--- src/rtl/seq_det_pkg.sv ---
// seq_det_pkg: shared state encodings for the "110" Moore/Mealy detectors
package seq_det_pkg;
    typedef logic [1:0] state_t;
    localparam logic [1:0] M_S0   = 2'b00;
    localparam logic [1:0] M_S1   = 2'b01;
    localparam logic [1:0] M_S11  = 2'b10;
    localparam logic [1:0] M_S110 = 2'b11;
    localparam logic [1:0] E_S0   = 2'b00;
    localparam logic [1:0] E_S1   = 2'b01;
    localparam logic [1:0] E_S11  = 2'b10;
    localparam logic [2:0] PATTERN = 3'b110;
endpackage

--- src/rtl/seq_det_mealy_fsm.sv ---
// seq_det_mealy_fsm: Mealy "110" detector; SEQ_DET_MEALY_REG_EN registers out_me
module seq_det_mealy_fsm
    import seq_det_pkg::*;
(
    input  logic       clk,
    input  logic       rst,
    input  logic       in,
    output logic       out_me,
    output state_t     cstate1,
    output state_t     nstate1
);
    logic det;
    always_ff @(posedge clk or negedge rst) begin
        if (!rst) cstate1 <= E_S0;
        else      cstate1 <= nstate1;
    end
    always_comb begin
        case (cstate1)
            E_S0:    nstate1 = in ? E_S1  : E_S0;
            E_S1:    nstate1 = in ? E_S11 : E_S0;
            E_S11:   nstate1 = in ? E_S11 : E_S0;
            default: nstate1 = E_S0;
        endcase
    end
    assign det = (cstate1 == E_S11) && !in;
`ifdef SEQ_DET_MEALY_REG_EN
    always_ff @(posedge clk or negedge rst) begin
        if (!rst) out_me <= 1'b0;
        else      out_me <= det;
    end
`else
    assign out_me = det;
`endif
endmodule

--- src/rtl/seq_detector_110.sv ---
// seq_detector_110: parallel Moore/Mealy overlapping "110" detectors (SEQ_DET_MEALY_REG_EN registers out_me)
module seq_detector_110
    import seq_det_pkg::*;
(
    input  logic       clk,
    input  logic       rst,
    input  logic       in,
    output logic       out_mo,
    output logic       out_me,
    output state_t     cstate,
    output state_t     nstate,
    output state_t     cstate1,
    output state_t     nstate1
);
    always_ff @(posedge clk or negedge rst) begin
        if (!rst) cstate <= M_S0;
        else      cstate <= nstate;
    end
    always_comb begin
        case (cstate)
            M_S0:    nstate = in ? M_S1  : M_S0;
            M_S1:    nstate = in ? M_S11 : M_S0;
            M_S11:   nstate = in ? M_S11 : M_S110;
            M_S110:  nstate = in ? M_S1  : M_S0;
            default: nstate = M_S0;
        endcase
    end
    assign out_mo = cstate == M_S110;
    seq_det_mealy_fsm u_mealy (
        .clk     (clk),
        .rst     (rst),
        .in      (in),
        .out_me  (out_me),
        .cstate1 (cstate1),
        .nstate1 (nstate1)
    );
endmodule

--- config.mk ---
export PLATFORM = sky130hd
export DESIGN_NAME = seq_detector_110
export DESIGN_NICKNAME = d
export VERILOG_FILES = /design/src/rtl/seq_det_pkg.sv /design/src/rtl/seq_det_mealy_fsm.sv /design/src/rtl/seq_detector_110.sv
export SDC_FILE = /design/constraint.sdc
export NUM_CORES = 1
export LEC_CHECK = 0
export ABC_AREA = 0
export CAP_MARGIN = 40
export CORE_AREA = 2 2 39 41
export CTS_CLUSTER_SIZE = 12
export DETAILED_ROUTE_END_ITERATION = 7
export DIE_AREA = 0 0 41 43
export PLACE_DENSITY = 0.43
export RECOVER_POWER = 25
export SYNTH_ARGS = -nofsm -noshare
export SYNTH_HDL_FRONTEND = slang
export SYNTH_SLANG_ARGS = --single-unit
--- constraint.sdc ---
create_clock -name clk -period 1.7 [get_ports clk]
set_clock_uncertainty 0.1 [all_clocks]
set_input_delay 0.425 -clock clk [delete_from_list [all_inputs] [get_ports clk]]
set_output_delay 0.425 -clock clk [all_outputs]
set_load 0.02 [all_outputs]
# ---- Yosys cells after proc, flatten, opt, wreduce, memory -nomap -nowiden
# Cells that the tools add are included.
dict set report totals {
  output_inout_bits 10
  wordCells 18
  reg_bits 4
}
dict set report op_classes {
  n_mux 5
  reduce_logical 6
  eq_ne 5
}
# operator count
set op_table {}
lappend op_table {{2-bit == test (second input constant)} 3}
lappend op_table {{2-bit case mux with 3 select lines} 1}
lappend op_table {{2-bit by 1-bit == test with 1-bit output (second input constant)} 2}
lappend op_table {{2-bit zero test} 2}
lappend op_table {{2-bit case mux with 2 select lines} 1}
lappend op_table {{2-bit OR reduction} 2}
lappend op_table {{1-bit 2-to-1 mux} 2}
lappend op_table {{2-bit 2-to-1 mux} 1}
lappend op_table {{1-bit logical AND} 1}
lappend op_table {{1-bit zero test} 1}

# ---- Logic depth before layout (Yosys ltp)
# Gate-level depths: netlist of the first run.
dict set report logic_depth {
  depth_word 3
  mapped_depth 3
  mapped_depth_nobuf 3
}

# ---- Cells and area by module
# Synthesis of the first run repeated with hierarchy kept, for this count alone.
dict set report unflattened {
  hier_cells 19
  hier_area_um2 242.7
}
# mod area_per_inst_um2 cells_each instances
set modules_own_cells {}
lappend modules_own_cells {seq_detector_110 125.1 9 1}
lappend modules_own_cells {seq_det_mealy_fsm 117.6 10 1}

# ---- Worst setup path before layout of the first run
# No wires, ideal clock.
dict set report synth_path {
  path_kind {register to output}
  start {register cstate[0]}
  end {output nstate[0]}
  path_stages_with_launch 4
  path_buffers 0
  arrival_time_ps 1110
  t_required_ps 1175
  setup_slack_ps 65
  cell_sequence {dfrtp_1 -> inv_1 -> ha_1 -> mux2_4}
}
dict set report synth_between {
  elab_chain_cells 3
}
# item line_no
set synth_rtl {}
lappend synth_rtl {{start, declared} seq_detector_110.sv:10} ;# output state_t cstate,
lappend synth_rtl {{start signal, assigned} seq_detector_110.sv:17} ;# else cstate <= nstate;
lappend synth_rtl {{2-bit == test / 2-bit zero test (equally long branches)} seq_detector_110.sv:20} ;# case (cstate)
lappend synth_rtl {{2-bit OR reduction (no line)} --}
lappend synth_rtl {{2-bit case mux with 3 select lines (*)} seq_detector_110.sv:20}
lappend synth_rtl {{end, declared} seq_detector_110.sv:11} ;# output state_t nstate,
# Every way passes the cells marked *; elsewhere a longest branch is shown, timed or not.

# ---- Final worst setup path of the first run
# Ends and elaborated chain as after synthesis.

==> results of run 1 <==
## worst max-delay path by stage
| stage | endpoint | slack (ns) | cells after the start |
|---|---|---|---|
| 2_1_floorplan | nstate[0] | 0.06 | 3 |
| 3_3_place_gp | nstate[0] | -0.65 | 3 |
| 3_5_place_dp | nstate[0] | -0.65 | 3 |
| 4_1_cts | nstate[0] | -0.16 | 4 |
| 5_1_grt | nstate[0] | -0.22 | 4 |
| 6_report | nstate[0] | -0.16 | 4 |
## layout by cell type, fill, tap and decap left out
cell,count
clkbuf_4,3
inv_2,2
buf_4,7
ha_4,3
buf_12,1
dlygate4sd2_1,4
mux2_4,2
inv_1,2
and2b_2,1
ha_1,2
and2_4,1
buf_6,8
dlygate4sd3_1,1
ha_2,1
and3b_2,1
dfrtp_1,4
buf_2,2
## state kept, by name, indices dropped and copies added (netlist names)
register and cells:
u_mealy.cstate1 2, cstate 2
## power by group through the flow
stage	clock, W	combinational, W	sequential [W]
floorplan	0	0.000187	0.000209
global placement	0	0.000471	0.000164
detailed placement	0	0.000468	0.000165
CTS	0.000120	0.000596	0.000163
global route	0.000128	0.000700	0.000175
finish	0.000117	0.000643	0.000167
## logic make-up (layout without fill, tap and decap cells)
logic type                 count (synthesis)  in the layout  share of synthesized area (%)
and+or+nand+nor                            3              3                           10.8
DFF                                        4              4                           41.2
adders and majority gates                  6              6                           30.9
muxes                                      2              2                           10.8
buffers and inverters                      4             30                           6.18
## metrics by stage
| stage | worst slack (ns) | util, % | power [W] |
|---|---|---|---|
| after detailed placement | -0.652 | 28.8 | 0.000634 |
| after global routing | -0.216 | 39.6 | 0.00100 |
| final | -0.156 | 39.6 | 0.000927 |
| after global placement | -0.648 | 28.8 | 0.000635 |
| after CTS | -0.160 | 37.3 | 0.000879 |
| after floorplan | 0.0648 | - | 0.000396 |
## metal layers
| layer | global-route usage, % | part of all wire [%] | routed length, um | up-vias |
|---|---|---|---|---|
| li1 | - | - | - | 111 |
| met1 | 10.4 | 35 | 248 | 101 |
| met2 | 16.3 | 50 | 358 | 16 |
| met3 | 5.76 | 14 | 98 | 2 |
| met4 | 8.00 | 1.7 | 12 | 0 |
| met5 | 0 | 0 | 0 | - |
## cell type report
type / count / area, um^2
well taps: 16 / 20.0
clock buffers: 3 / 22.5
fillers: 133 / 836
multi-input cells: 11 / 173
inverters: 4 / 15.0
flip-flops and latches: 4 / 100
repair buffers: 23 / 218
## worst reg2reg max path: cells and delay by family (launching register included)
family	cells	cell delay [ns]
DFF	1	0.39
and+or+nand+nor	1	0.15
adders and majority gates	1	0.18
buffers and inverters	3	0.32
## what timing repair did
| action | 4_1_cts | 5_1_grt |
|---|---|---|
| gates resized for setup | 50 | 6 |
| setup endpoints to repair | 10 | 6 |
| pin swaps | 2 | 2 |
| setup buffers | 7 | 2 |
==> summary.md, run 1 <==
| Metric | Value |
|---|---|
| Cts bufs inserted | `3` |
| Die width | `41 um` |
| Crit path cell chain | `inv_1, ha_1, mux2_4, buf_6` |
| Final hold slack | `0.371 ns` |
| Vias per inst | `3.77` |
| Worst-Margin Slew | `0.221 ns` |
| Area leader, netlist | `dfrtp_1` |
| Startpoint types | `flop` |
| Worst r2r src | `u_mealy.cstate1[0]$_DFF_PN0_` |
| Max H-tree Level | `1` |
| Top delay family on crit path | `flip-flops` |
| Tot GR Track Use | `10.8%` |
| EDFF count, synth | `0` |
| Clk_lat worst skew | `0.24 ns` |
| Die footprint | `1760 um^2` |
| Clock share of power | `12.6%` |
| Buf+Inv Stages, Crit Path | `2` |
| Final wirelength | `718 um` |
| Number of nets in the layout | `56` |
| PD cells | `1690 nW/um^2` |
| Area share of the largest cell type after synthesis | `41.2%` |
| Critical path's slowest cell | `dfrtp_1` |
| Final Hold Viols | `0` |
| Avg WL per Cell | `11.8 um` |
| RSZ-0062 raised after global routing | `true` |
| Area grow syn2layout | `126%` |
| Synthesized flop and latch total | `4` |
| Count leader, synth | `ha_1` |
| Synth cell types | `8` |
| Leakage | `0.287 nW` |
| Setup_tns | `-0.609 ns` |
| Synth top area cells | `dfrtp_1 41%, ha_1 31%, inv_1 6.2%, mux2_4 6.2%, mux2_2 4.6%` |
| Starting density of the core | `17.5%` |
| Synth top cells by count | `6 x ha_1, 4 x dfrtp_1, 4 x inv_1` |
| Final Max Tran Viols | `0` |
| CP Max Fanout | `3` |
| Worst R2R Path Depth | `5` |
| Worst setup margin | `-0.156 ns` |
| Sink Count | `4` |
| Worst vdd ir | `627 uV` |
| Largest net degree at the start of global routing | `6` |
| Total number of vias | `230` |
| Period utilisation layout | `109%` |
| Rel. slew slack | `85.3%` |
| Fin cells | `61` |
| Root Buffer | `clkbuf_4` |
| WS Path Type | `reg2out` |
| Drt pass-1 iters | `1` |
| First-pass GRT wire length | `1170 um` |
| Setup violations, final | `5` |
| Failing checks | `negative setup slack` |
| Core Area | `1380 um^2` |
| Initial antenna violation count | `0` |
| Synth Instances | `19` |
| Mean Syn Cell Area | `12.8 um^2` |
| I/O Buffers | `12` |
| Internal reg-to-reg setup slack | `0.44 ns` |
| Clk pin slew, worst setup/hold paths | `0.03 ns` |
| Mapped cell area | `243 um^2` |
| Cell Area, Placed | `398 um^2` |
| Vias in the first global route | `256` |
| RR Endpoint | `u_mealy.cstate1[1]$_DFF_PN0_` |
| Synth Flop Type | `dfrtp_1` |
| Max clock buf depth | `2` |
| DRT iter0 DRCs | `0` |
| Share of cells above drive strength 1 | `71.1%` |
| Sw Ratio | `38.7%` |
| Diode count | `0` |
| Largest stage delay, worst path | `0.37 ns` |
| Antenna Nets Post-Route | `0` |
| YS warnings | `0` |
| CTS tree | `yes` |
| Status | `finished, violations left` |
| Tmin final | `1.86 ns` |
| Num rows | `14` |
| Seq/Total Area, Yosys | `41.2%` |
| Finished layout cell area | `548 um^2` |
| Number of max-cap violations | `0` |
| Die Ht | `43 um` |
| Placed cell count | `49` |
| RePlAce Congestion | `0.572` |
| I/O pin cnt | `13` |
| Hpwl dp | `425 um` |
| Sequential share of power | `18.0%` |
| Arrival time worst endpoint | `1.33 ns` |
| Req. time, crit path | `1.17 ns` |
| Hold Crit Class | `in2async` |
| Drt drc | `0` |
| Cts hold-fix bufs | `0` |
| Worst Setup SP | `cstate[0]$_DFF_PN0_` |
| Comb power frac | `69.4%` |
| Fmax | `0.539 GHz` |
| Sw power | `0.000359 W` |
| Syn Nets | `28` |
| Cell Int Power | `0.000569 W` |
| Crit end category | `primary output` |
| Grt ovf | `0` |
| Ys async rst share | `100%` |
Power figures use the tool's default switching activity.
==> inputs of run 2 (changes only) <==
--- a/config.mk
+++ b/config.mk
@@ -11,6 +11,7 @@
 export CTS_CLUSTER_SIZE = 12
 export DETAILED_ROUTE_END_ITERATION = 7
 export DIE_AREA = 0 0 41 43
+export GPL_ROUTABILITY_DRIVEN = 0
 export PLACE_DENSITY = 0.43
 export RECOVER_POWER = 25
 export SYNTH_ARGS = -nofsm -noshare
==> results of run 2 <==
No change in the layout: final DEF, timing and power equal those of run 1.
==> inputs of run 3 (changes only) <==
--- a/config.mk
+++ b/config.mk
@@ -14,6 +14,7 @@
 export GPL_ROUTABILITY_DRIVEN = 0
 export PLACE_DENSITY = 0.43
 export RECOVER_POWER = 25
+export SLEW_MARGIN = 20
 export SYNTH_ARGS = -nofsm -noshare
 export SYNTH_HDL_FRONTEND = slang
 export SYNTH_SLANG_ARGS = --single-unit
==> results of run 3 <==
No change in the layout: final DEF, timing and power equal those of run 1.
